## src/rtl/sum_serial_ctrl.sv

```systemverilog
// Bit-serial adder: computes {Cout,S} = A + B + Ci one bit per clock through
// a single shared 1-bit full adder, with a start/busy/done handshake.

module sum1b (
  input  logic A,
  input  logic B,
  input  logic Ci,
  output logic Cout,
  output logic S
);
  assign S    = A ^ B ^ Ci;
  assign Cout = (A & B) | (Ci & (A ^ B));
endmodule

module sum_serial_ctrl #(
  parameter int N = 8
) (
  input  logic         clk,
  input  logic         rst,
  input  logic         start,
  input  logic [N-1:0] A,
  input  logic [N-1:0] B,
  input  logic         Ci,
  output logic         busy,
  output logic         done,
  output logic [N-1:0] S,
  output logic         Cout
);
  localparam int CW = $clog2(N + 1);
  localparam logic [CW-1:0] LAST = CW'(N - 1);

  typedef enum logic [1:0] {IDLE, RUN, DONE} state_t;

  state_t        r_state;
  state_t        w_next;
  logic [N-1:0]  r_a;
  logic [N-1:0]  r_b;
  logic          r_c;
  logic [N-1:0]  r_s;
  logic          r_cout;
  logic [CW-1:0] r_cnt;
  logic          w_sum;
  logic          w_carry;
  logic          w_last;

  sum1b u_fa (
    .A    (r_a[0]),
    .B    (r_b[0]),
    .Ci   (r_c),
    .Cout (w_carry),
    .S    (w_sum)
  );

  assign w_last = (r_cnt == LAST);

  always_ff @(posedge clk) begin
    if (rst) r_state <= IDLE;
    else     r_state <= w_next;
  end

  always_comb begin
    w_next = r_state;
    busy   = 1'b0;
    done   = 1'b0;
    unique case (r_state)
      IDLE: if (start) w_next = RUN;
      RUN: begin
        busy = 1'b1;
        if (w_last) w_next = DONE;
      end
      DONE: begin
        done   = 1'b1;
        w_next = IDLE;
      end
      default: w_next = IDLE;
    endcase
  end

  // Datapath: capture on accepted start, then shift LSB-first through the adder
  always_ff @(posedge clk) begin
    if (rst) begin
      r_a    <= '0;
      r_b    <= '0;
      r_c    <= 1'b0;
      r_s    <= '0;
      r_cout <= 1'b0;
      r_cnt  <= '0;
    end else begin
      unique case (r_state)
        IDLE: begin
          if (start) begin
            r_a   <= A;
            r_b   <= B;
            r_c   <= Ci;
            r_cnt <= '0;
          end
        end
        RUN: begin
          r_a   <= r_a >> 1;
          r_b   <= r_b >> 1;
          r_c   <= w_carry;
          r_s   <= N'({w_sum, r_s} >> 1);
          r_cnt <= r_cnt + CW'(1);
          if (w_last) r_cout <= w_carry;
        end
        default: ;
      endcase
    end
  end

  assign S    = r_s;
  assign Cout = r_cout;
endmodule

```

## config.mk

```make
export PLATFORM = sky130hd
export DESIGN_NAME = sum_serial_ctrl
export DESIGN_NICKNAME = d
export VERILOG_FILES = /design/src/rtl/sum_serial_ctrl.sv
export SDC_FILE = /design/constraint.sdc
export NUM_CORES = 1
export LEC_CHECK = 0
export ABC_AREA = 1
export BUFFER_PORTS_ARGS = -buffer_cell sky130_fd_sc_hd__buf_2
export CAP_MARGIN = 20
export CORE_ASPECT_RATIO = 1.5
export CORE_MARGIN = 8
export CORE_UTILIZATION = 53
export CTS_CLUSTER_SIZE = 14
export DETAILED_ROUTE_END_ITERATION = 8
export PLACE_DENSITY = 0.9
export REMOVE_ABC_BUFFERS = 1
export SETUP_SLACK_MARGIN = 0.3
export SLEW_MARGIN = 10
export SYNTH_ARGS = -nofsm -noshare
export SYNTH_HDL_FRONTEND = slang
export SYNTH_SLANG_ARGS = --single-unit
```

## constraint.sdc

```tcl
create_clock -name clk -period 1.8 [get_ports clk]
set_clock_uncertainty 0.2 [all_clocks]
set_input_delay 0.18 -clock clk [delete_from_list [all_inputs] [get_ports clk]]
set_output_delay 0.18 -clock clk [all_outputs]
set_load 0.02 [all_outputs]
```

# Word-level counts from Yosys, hierarchy flattened
# Index checks and enable logic that the tools add are counted.
# W data, S select, Z words.
totals:
  ff_bits: 32
  latch_bits: 0
  ram_bits: 0
  mem_bits_ro: 0
  input_bits: 20
  output_inout_bits: 11
  elab_cells: 36
  mem_count: 0
op_classes:
  add_sub_neg: 1
  multipliers: 0
  div: 0
  n_lt_le_gt_ge: 0
  n_eq_ne: 5
  shift: 0
  mux: 13
  n_bitwise: 5
  n_reduce_logical: 5
op_table:
  columns: ["operator", "n"]
  rows:
  - ["$pmux W8 S2", 2]
  - ["$mux W8", 2]
  - ["$pmux W4 S2", 1]
  - ["$reduce_and A2 Y1", 3]
  - ["$add A4 B1 Y4 const B", 1]
  - ["$eq A4 B3 Y1 const B", 1]
  - ["$mux W2", 2]
  - ["$mux W4", 1]
  - ["$ne A2 B2 Y1 const B", 2]
  - ["$pmux W2 S2", 1]
  - ["$mux W1", 3]
  - ["$and A1 B1 Y1", 2]
  - ["$eq A2 B1 Y1 const B", 1]
  - ["$eq A2 B2 Y1 const B", 1]
  - ["$logic_not A2 Y1", 1]
  - ["$pmux W1 S2", 1]
  - ["$reduce_bool A2 Y1", 1]
  - ["$xor A1 B1 Y1", 2]
  - ["$or A1 B1 Y1", 1]

# Depth between registers and ports, before layout
logic_depth:
  depth_word: 4
  ltp_mapped: 7
  ltp_nobuf: 6

# Cells and area by module
# From an unflattened synthesis, not the netlist that was laid out.
unflattened:
  hier_cells: 208
  hier_area_um2: 1433.9
by_module_without_submodules:
  columns: ["mod", "n_inst", "cells_per_inst", "area_each_um2", "seq_area_each_um2"]
  rows:
  - ["sum_serial_ctrl", 1, 207, 1413.9, 640.6]
  - ["sum1b", 1, 1, 20.0, 0.0]

# Least setup slack after synthesis
# Ideal clock, no wire load.
synth_path:
  kind: "register to register"
  start: "register r_c"
  end: "register r_cout, in the netlist Cout"
  setup_ps: 115
  arrival_ps: 962
  slack_ps: 523
  path_stages_with_launch: 5
  n_path_buf: 0
  synth_period_minus_slack_ps: 1277
  cell_sequence: "dfxtp_1 fa_1 nand3b_1 nand2_1 nor2_1"
synth_between:
  elab_chain_cells: 2
synth_rtl:
  columns: ["item", "line", "rtl"]
  rows:
  - ["start, declared", "38", "logic r_c;"]
  - ["start signal, assigned", "94", "r_c <= Ci;"]
  - ["start signal, assigned", "101", "r_c <= w_carry;"]
  - ["$and A1 B1 Y1", "12", "assign Cout = (A & B) | (Ci & (A ^ B));"]
  - ["$or A1 B1 Y1", "12", null]
  - ["named net u_fa.Cout", "8", "output logic Cout,"]
  - ["end signal, assigned", "104", "if (w_last) r_cout <= w_carry;"]
  - ["end, declared", "40", "logic r_cout;"]
# The timed path passes the listed nets, and every way through them passes these cells.
# A chain may end at the register's enable or synchronous reset.

# Worst setup path in the final report
layout_path:
  start: "register r_state[0]"
  end: "output port busy"
layout_between:
  elab_chain_cells: 2
layout_rtl:
  columns: ["item", "line", "rtl"]
  rows:
  - ["start, declared", "34", "state_t r_state;"]
  - ["start signal, assigned", "58", "else r_state <= w_next;"]
  - ["$eq A2 B1 Y1", "65", "unique case (r_state)"]
  - ["$mux W1", "65", null]
  - ["end, declared", "24", "output logic busy,"]
# Every way passes these cells.

==> impl_metrics.yaml <==
clock_network:
  cts_htree_levels: 2
  clock_latency_ps: 290
  cts_root_buf: "clkbuf_8"
  clk_pin_slew_ps: 60
  cts_sinks: 32
  cts_buffers: 5
  cts_buffer_depth: 2
  cts_tree: "done"
synth:
  ys_async_sr_fraction_pct: 0
  yosys_register_bits: 32
  synth_top_area_share_pct: 44.7
  syn_inst: 215
  synth_cell_types: 18
  ys.flop_type: "dfxtp_1"
  ys_seq_area_share_pct: 44.7
  syn_avg_cell_area_um2: 6.66
  synth_edf_count: 0
  synth.area.top_cells: "dfxtp_1 45%, nor2_1 14%, nand2_1 12%"
  ys_warn_count: 0
  netlist_area_um2: 1430
  yosysTopAreaCell: "dfxtp_1"
timing:
  finalSetupViolCount: 0
  relSlewSlack_pct: 65.6
  finalCriticalPeriod_ps: 1440
  worst_hold_slack_ps: 9.24
  period_share_pct: 80.1
  worst_slack_ps: 359
  fmax_mhz: 694
  rsz0062_at_grt: "false"
  drv_slew: 0
  hold_viol: 0
  worst_slew_pin_slew_ps: 516
route:
  ant_nets: 0
  dr.first_iter.drc_count: 28
  routed_wl_um: 3350
  drt-pass1-iter-count: 5
  vias: 1446
  routed_via_density: 4.99
  drc: 0
  routedWlPerCell_um: 11.5
pwr:
  irDropWorstVdd_v: 0.000695
  switching_power_mw: 0.439
  power_frac_seq_pct: 48.7
  switching_share_pct: 27.4
  p_comb_share_pct: 15.8
  total_power_mw: 1.61
  clock_power_share_pct: 35.4
  internal_power_mw: 1.17
  power.static_leakage_nw: 0.871
  p_per_area_nw_per_um2: 903
place:
  gp_congestion: 0.757
  dpl.cell_count: 278
  post-place-ws_ps: 273
  placedInstanceArea_um2: 1630
  portBuffers: 30
  dp_hpwl_um: 2330
finish:
  design_area_um2: 1780
  final_cell_mix: "52 x nor2_1, 43 x nand2_1, 30 x dfxtp_1, 29 x nand3_1, 29 x buf_2"
  layout_commonest_cell: "nor2_1"
  finalNetCount: 274
  n_antenna_cell: 0
  syn2layout_area_growth_pct: 24.1
  drive_gt1_share_pct: 20.9
  final_cells: 290
critical_path:
  crit_type: "flip-flop to primary output"
  crit_fanout: 4
  end_kind: "primary output"
  worstPathRequired_ps: 1420
  slowest_delay_ps: 380
  cp-start-kind: "flip-flop"
  cp_cell_sequence: "inv_1, nor2_4, buf_4"
  crit_arrival_ps: 1060
  slowest_stage: "dfxtp_4"
  reg2regPathDepth: 8
die:
  start_util_pct: 54.7
  rows: 23
  coreArea_um2: 2620
  io-pin-count: 31
  die_w_um: 58.5
  die_y_um: 79.7
  die-area_um2: 4660
status:
  status: "complete, no violations"
global_route:
  grt_first_pass_wirelength_um: 5550
  grt_max_degree: 19
  antenna_found_initial: 0
  grt_usage_pct: 15.6
  grt_pass1_vias: 1329
  grt-ovfl-total: 0
hold_path:
  hold_path_depth: 5
  hold_path.class: "input port to flip-flop"
flow_run:
  maxCapViolations: 0
## final cells by class
class	instances	area [um^2]
clock buffers	8	90.1
fillers	244	841
inverters	22	82.6
multi-input cells	150	673
flip-flops and latches	32	646
well taps	37	46.3
repair buffers	41	240
## power groups by stage
stage	Clock, mW	Sequential (mW)	Combinational, mW
after detailed placement	0	0.797	0.239
final	0.569	0.783	0.254
after CTS	0.582	0.782	0.252
after global placement	0	0.795	0.234
after global routing	0.614	0.788	0.286
after floorplan	0	0.811	0.127
## flip-flops by register name (all words and copies together) (netlist names)
name,cells
S,8
r_a,8
r_b,8
r_cnt,4
r_state,2
Cout,1
r_c,1
## worst paths after layout
check,start,end,slack (ps)
worst max-delay path,r_state[0],busy,360
worst min-delay path,A[4],r_a[4],9
worst max register to register,r_state[0],r_cnt[3],370
worst min register to register,Cout,Cout,280
## cell usage after synthesis, types with 2 or more instances
| cell type | count |
|---|---|
| clkbuf_1 | 2 |
| nand2_2 | 2 |
| o21ai_0 | 3 |
| o21ai_1 | 7 |
| nand3_1 | 29 |
| a21oi_1 | 7 |
| buf_2 | 8 |
| dfxtp_1 | 32 |
| nor2_1 | 53 |
| inv_1 | 21 |
| nand2_1 | 44 |
## stage by stage
stage | setup TNS, ps | util (%)
floorplan | -9360 | -
global placement | 0 | 62.4
detailed placement | 0 | 62.4
CTS | 0 | 67.4
global route | 0 | 67.9
finish | 0 | 67.9
## cell families after synthesis
group | after synthesis | share of synthesized area, %
adders and majority gates | 2 | 2.27
buffers and inverters | 33 | 9.35
and+or+nand+nor | 131 | 37.7
AOI/OAI and AO/OA | 17 | 5.94
DFF | 32 | 44.7
## layer usage
metal	share of wire [%]	global-route usage, %
met1	40	16.8
met3	7.4	6.29
met4	3.7	10.6
met2	49	24.3
met5	0	0
## worst max-delay path, delay by kind of cell (launching register included)
family / cells / cell delay [ps]
simple gates: 1 / 160
buf+inv: 2 / 230
flops: 1 / 380
## what timing repair did
item / CTS / global route
endpoints found under the setup margin: 13 / 16
endpoints found under the hold margin: 2 / 0
buffers inserted: 2 / 0
resized for setup: 2 / 5
pin swaps: 1 / 0
hold buffers: 2 / 0
(Power assumes the default switching activity.)
